[src/rtl/phrase_packer.sv]
// Packs a stream of pixel words into multi-word phrases for the DRAM write path.
// Optionally flushes a partial phrase so every phrase can start at a frame start.
module phrase_packer #(
   parameter int                WORD_W      = 16,
   parameter int                WORDS       = 8,
   parameter bit                ALIGN_FRAME = 1'b1,
   parameter logic [WORD_W-1:0] PAD_WORD    = '0
) (
   input  logic                         clk_in,
   input  logic                         rst_in,
   input  logic                         valid_in,
   output logic                         ready_in,
   input  logic [WORD_W-1:0]            data_in,
   input  logic                         newframe_in,
   output logic                         valid_out,
   input  logic                         ready_out,
   output logic [WORD_W*WORDS-1:0]      data_out,
   output logic                         tuser_out,
   output logic [$clog2(WORDS+1)-1:0]   count_out
);

   localparam int PHRASE_W = WORD_W * WORDS;
   localparam int CNT_W    = $clog2(WORDS + 1);
   localparam int OFF_W    = $clog2(WORDS);
   localparam logic [OFF_W-1:0] LAST = OFF_W'(WORDS - 1);

   typedef enum logic {FILL, HOLD} state_t;

   state_t state;
   state_t state_d;

   logic [WORD_W-1:0] acc [WORDS];
   logic [OFF_W-1:0]  offset;
   logic              acc_tuser;

   logic out_free;
   logic flush_need;
   logic take;
   logic do_flush;
   logic do_complete;
   logic drain;
   logic load;
   logic tuser_next;

   logic [PHRASE_W-1:0] phrase;
   logic                phrase_tuser;
   logic [CNT_W-1:0]    phrase_count;
   logic [WORD_W-1:0]   word;

   always_comb begin
      out_free   = !valid_out || ready_out;
      flush_need = ALIGN_FRAME && newframe_in && (offset != '0);
      ready_in   = 1'b0;
      state_d    = state;
      unique case (state)
         FILL:    ready_in = !(flush_need && !out_free);
         HOLD:    ready_in = 1'b0;
         default: ready_in = 1'b0;
      endcase
      take        = valid_in && ready_in;
      do_flush    = take && flush_need;
      do_complete = take && !flush_need && (offset == LAST);
      drain       = (state == HOLD) && out_free;
      load        = do_flush || (do_complete && out_free) || drain;
      // ALIGN_FRAME=0 folds every newframe into the phrase flag
      tuser_next  = (offset == '0) ? newframe_in
                  : (acc_tuser || (!ALIGN_FRAME && newframe_in));
      if (do_complete && !out_free)
         state_d = HOLD;
      else if (drain)
         state_d = FILL;
   end

   always_comb begin
      phrase       = '0;
      word         = '0;
      phrase_tuser = acc_tuser;
      phrase_count = CNT_W'(WORDS);
      for (int i = 0; i < WORDS; i++) begin
         word = acc[i];
         if (do_complete && i == WORDS - 1)
            word = data_in;
         if (do_flush && OFF_W'(i) >= offset)
            word = PAD_WORD;
         phrase[(WORDS-1-i)*WORD_W +: WORD_W] = word;
      end
      unique case (1'b1)
         do_flush:    phrase_count = CNT_W'(offset);
         do_complete: phrase_tuser = tuser_next;
         default:     ;
      endcase
   end

   always_ff @(posedge clk_in) begin
      if (rst_in)
         state <= FILL;
      else
         state <= state_d;
   end

   always_ff @(posedge clk_in) begin
      if (rst_in) begin
         offset    <= '0;
         acc_tuser <= 1'b0;
         valid_out <= 1'b0;
         data_out  <= '0;
         tuser_out <= 1'b0;
         count_out <= '0;
         for (int i = 0; i < WORDS; i++)
            acc[i] <= '0;
      end else begin
         if (load) begin
            valid_out <= 1'b1;
            data_out  <= phrase;
            tuser_out <= phrase_tuser;
            count_out <= phrase_count;
         end else if (ready_out) begin
            valid_out <= 1'b0;
         end
         // the frame-start word opens a fresh phrase in slot 0
         if (do_flush) begin
            acc[0]    <= data_in;
            acc_tuser <= 1'b1;
            offset    <= OFF_W'(1);
         end else if (take) begin
            acc[offset] <= data_in;
            acc_tuser   <= tuser_next;
            offset      <= (offset == LAST) ? '0 : offset + 1'b1;
         end
      end
   end

endmodule

[config.mk]
export PLATFORM = sky130hd
export DESIGN_NAME = phrase_packer
export DESIGN_NICKNAME = d
export VERILOG_FILES = /design/src/rtl/phrase_packer.sv
export SDC_FILE = /design/constraint.sdc
export NUM_CORES = 1
export LEC_CHECK = 0
export CAP_MARGIN = 15
export CELL_PAD_IN_SITES_DETAIL_PLACEMENT = 1
export CELL_PAD_IN_SITES_GLOBAL_PLACEMENT = 2
export CORE_MARGIN = 2
export CORE_UTILIZATION = 38
export DETAILED_ROUTE_END_ITERATION = 16
export MAX_ROUTING_LAYER = met4
export PLACE_DENSITY = 0.83
export SLEW_MARGIN = 20
export SYNTH_ARGS = -nofsm -noshare
export SYNTH_HDL_FRONTEND = slang
export SYNTH_SLANG_ARGS = --single-unit
[constraint.sdc]
create_clock -name clk_in -period 5.4 [get_ports clk_in]
set_input_delay 0.81 -clock clk_in [delete_from_list [all_inputs] [get_ports clk_in]]
set_output_delay 0.81 -clock clk_in [all_outputs]
set_load 0.01 [all_outputs]
==> impl_results.md <==
* Outcome: completed
* Final HPWL DP at 18500 µm
* Netlist cell types at 47
* # IOs at 156
* WS Path Type: flip-flop to primary output
* Power Internal at 3.39 mW
* Final Wtd Congestion at 0.784
* CP Launch Type: flip-flop
* Initial DRT Pass Iterations at 5
* Slowest CP cell: clkdlybuf4s50_1
* Post-synth EDFFs at 128
* Post-Synth Simple-Gate Area at 0.154
* Filler cells at 2971
* Mux cell area share after synthesis at 0.0180
* Nets@finish at 1082
* PD cells at 332 mW/mm²
* Fin. max-slew vios at 0
* Sequential element share of the synthesized area at 0.626
* Synth Area in XOR/XNOR at 0
* Worst slew pin tran at 1000 ps
* Share of the synthesized area in compound gates (AO/OA/AOI/OAI) at 0.162
* Most numerous cell in the Yosys netlist: dfxtp_1
* Vias per cell at 5.27
* Cts repair resizes at 0
* Yosys top cell area share at 0.363
* Largest area contributor in the netlist: edfxtp_1
* Max-cap violations at 0
* DR iter-0 viols at 582
* Ratio of cells with drive above 1 in the final layout at 0.0853
* Synth-to-Final Area Change at 26.3%
* Crit path capture type: primary output
* Primary FF master, synth: dfxtp_1
* Max Root-Sink Buffers at 3
* Die height at 171 µm
* Part of the power in combinational logic at 0.075
* Peak VDD IR at 0.211 mV
* Vias in the first global route at 7894
* # port buffers at 155
* YS warnings at 0
* Clk pwr share at 0.424
* #FFs+latches synth at 267
* Clock Pin Slew Worst Setup and Hold Paths at 60 ps
* Post-synthesis adder-cell area fraction at 0.00473
* Unrepaired setup endpoints after global routing: false
* Clock skew at 8.31 ps
* Fin crit share at 0.663
* Sw frac at 0.235
* Final min period at 3580 ps
* Setup violators final at 0
* Crit path DAT at 2770 ps
* Clk Latency, worst-skew pair at 530 ps
* Sw Pwr at 1.04 mW
* Final Hold Fails at 0
* Slew HR at 0.330
* CP Cell Sequence: inv_1 -> ha_1 -> and2b_2 -> nor2_1 -> a21oi_1 -> clkdlybuf4s50_1
* Total core area at 0.0276 mm²
* WP buf/inv at 2
* Leading post-synthesis cells by cell area: edfxtp_1 (36%), dfxtp_1 (26%), and2_1 (7.6%)
* Synth Net Count at 954
* Reg power frac at 0.501
* Overflow left after global routing at 0
* Initial Util at 0.383
* Fmax achieved at 279 MHz
* Die area at 0.0292 mm²
* Hold_buf cts at 0
* Largest family of logic cells by synthesized area: compound AO/OA/AOI/OAI gates
* Critical path peak fanout at 11
* Tot GR Track Use at 0.210
* Total number of vias at 7688
* Clk sinks at 267
* Multi-input gate area at 0.00362 mm²
* Clock root cell: clkbuf_16
* Mapped Cells at 929
* P_leak at 4.59 nW
* Fraction of registers with async set or reset after synthesis at 0
* First-pass GRT wire length at 45900 µm
* Register Area at 0.00663 mm²
* Mean Syn Cell Area at 11.4 µm²
* Post-CTS Setup Bufs at 0
* Delay-heaviest family, CP: buffers and inverters
* Initial antenna violation count at 0
* Worst hold slack at 458 ps
* # DRC at 0
* Post-Synthesis Cell Area at 0.0106 mm²
* Post-Route WL at 29800 µm
* H-tree depth at 1
* Die X at 171 µm
* Setup TNS at 0 ps
* Commonest cells post-synth: dfxtp_1 (139), and2_1 (129), edfxtp_1 (128), o21ai_0 (97), a21oi_1 (91)
* CTS tree: built
* FP Rows at 61
* Final ANT Viol Nets at 0
* Largest net degree at the start of global routing at 84
* Crit-path max cell delay at 600 ps
* Num CTS Buffers at 29
* Min-Delay Path Class: flip-flop to flip-flop
* WL/cell at 20.5 µm
* Critical Path RT at 4590 ps
cells in the final DEF (no fill, tap or decap), types with 9 or more instances in the layout:
cell type	synthesis	routed
nor2_1	14	13
edfxtp_1	128	128
clkbuf_1	42	9
a22o_1	12	12
o2bb2ai_2	10	10
nand2_1	23	23
clkbuf_16	0	29
clkdlybuf4s50_1	0	154
o2111ai_1	17	17
dfxtp_1	139	139
buf_4	3	16
o211ai_1	18	18
and2_1	129	129
nand3_1	86	86
mux2i_1	19	19
a21oi_1	91	91
o21ai_0	97	91
nor2b_1	18	18
area by class of cell:
| class | instances | area share |
|---|---|---|
| sequential | 267 | 0.495 |
| multi-input combinational | 578 | 0.271 |
| timing repair buffer | 174 | 0.129 |
| clock buffer | 43 | 0.0619 |
| tap | 378 | 0.0354 |
| clock inverter | 10 | 0.00533 |
| inverter | 7 | 0.00196 |
| antenna | 1 | 0.000187 |
stage by stage:
| stage | area [µm²] | setup slack, ps | power (mW) | utilization | instances |
|---|---|---|---|---|---|
| after floorplan | 10600 | 2440 | 2.44 | - | 929 |
| after global placement | 12400 | 1900 | 2.59 | 0.450 | 1402 |
| after detailed placement | 12400 | 1820 | 2.60 | 0.450 | 1403 |
| after CTS | 13300 | 1820 | 4.48 | 0.483 | 1456 |
| after global routing | 13400 | 1670 | 4.59 | 0.484 | 1457 |
| final | 13400 | 1820 | 4.43 | 0.484 | 1458 |
power by group through the flow:
| stage | Clock (mW) | Sequential (mW) | Combinational, mW |
|---|---|---|---|
| floorplan | 0 | 2.26 | 0.176 |
| global placement | 0 | 2.26 | 0.330 |
| detailed placement | 0 | 2.26 | 0.335 |
| CTS | 1.92 | 2.22 | 0.337 |
| global route | 2.00 | 2.23 | 0.365 |
| finish | 1.88 | 2.22 | 0.335 |
flip-flops by register name, indices dropped and copies added (netlist names):
signal,cells
valid_out,1
acc,128
data_out,128
state,1
count_out,4
acc_tuser,1
tuser_out,1
offset,3
cell families after synthesis:
| logic type | count (synthesis) |
|---|---|
| AO/OA/AOI/OAI | 269 |
| adder cells (fa/ha/maj) | 4 |
| buffers and inverters | 84 |
| flip-flops | 267 |
| multiplexers | 19 |
| AND/OR/NAND/NOR | 286 |
metal layers:
metal,share of wire,global-route usage
met1,0.45,0.278
met2,0.49,0.346
met3,0.048,0.0312
met4,0.016,0.0413
met5,0,-
final timing paths:
path	start	end	slack, ps	depth (start not counted)
max reg2reg	offset[1]	data_out[66]	2190	7
max	offset[1]	ready_in	1820	6
min reg2reg	acc[6][11]	data_out[27]	460	1
min	acc[6][11]	data_out[27]	460	1
Power figures use the tool's default switching activity.
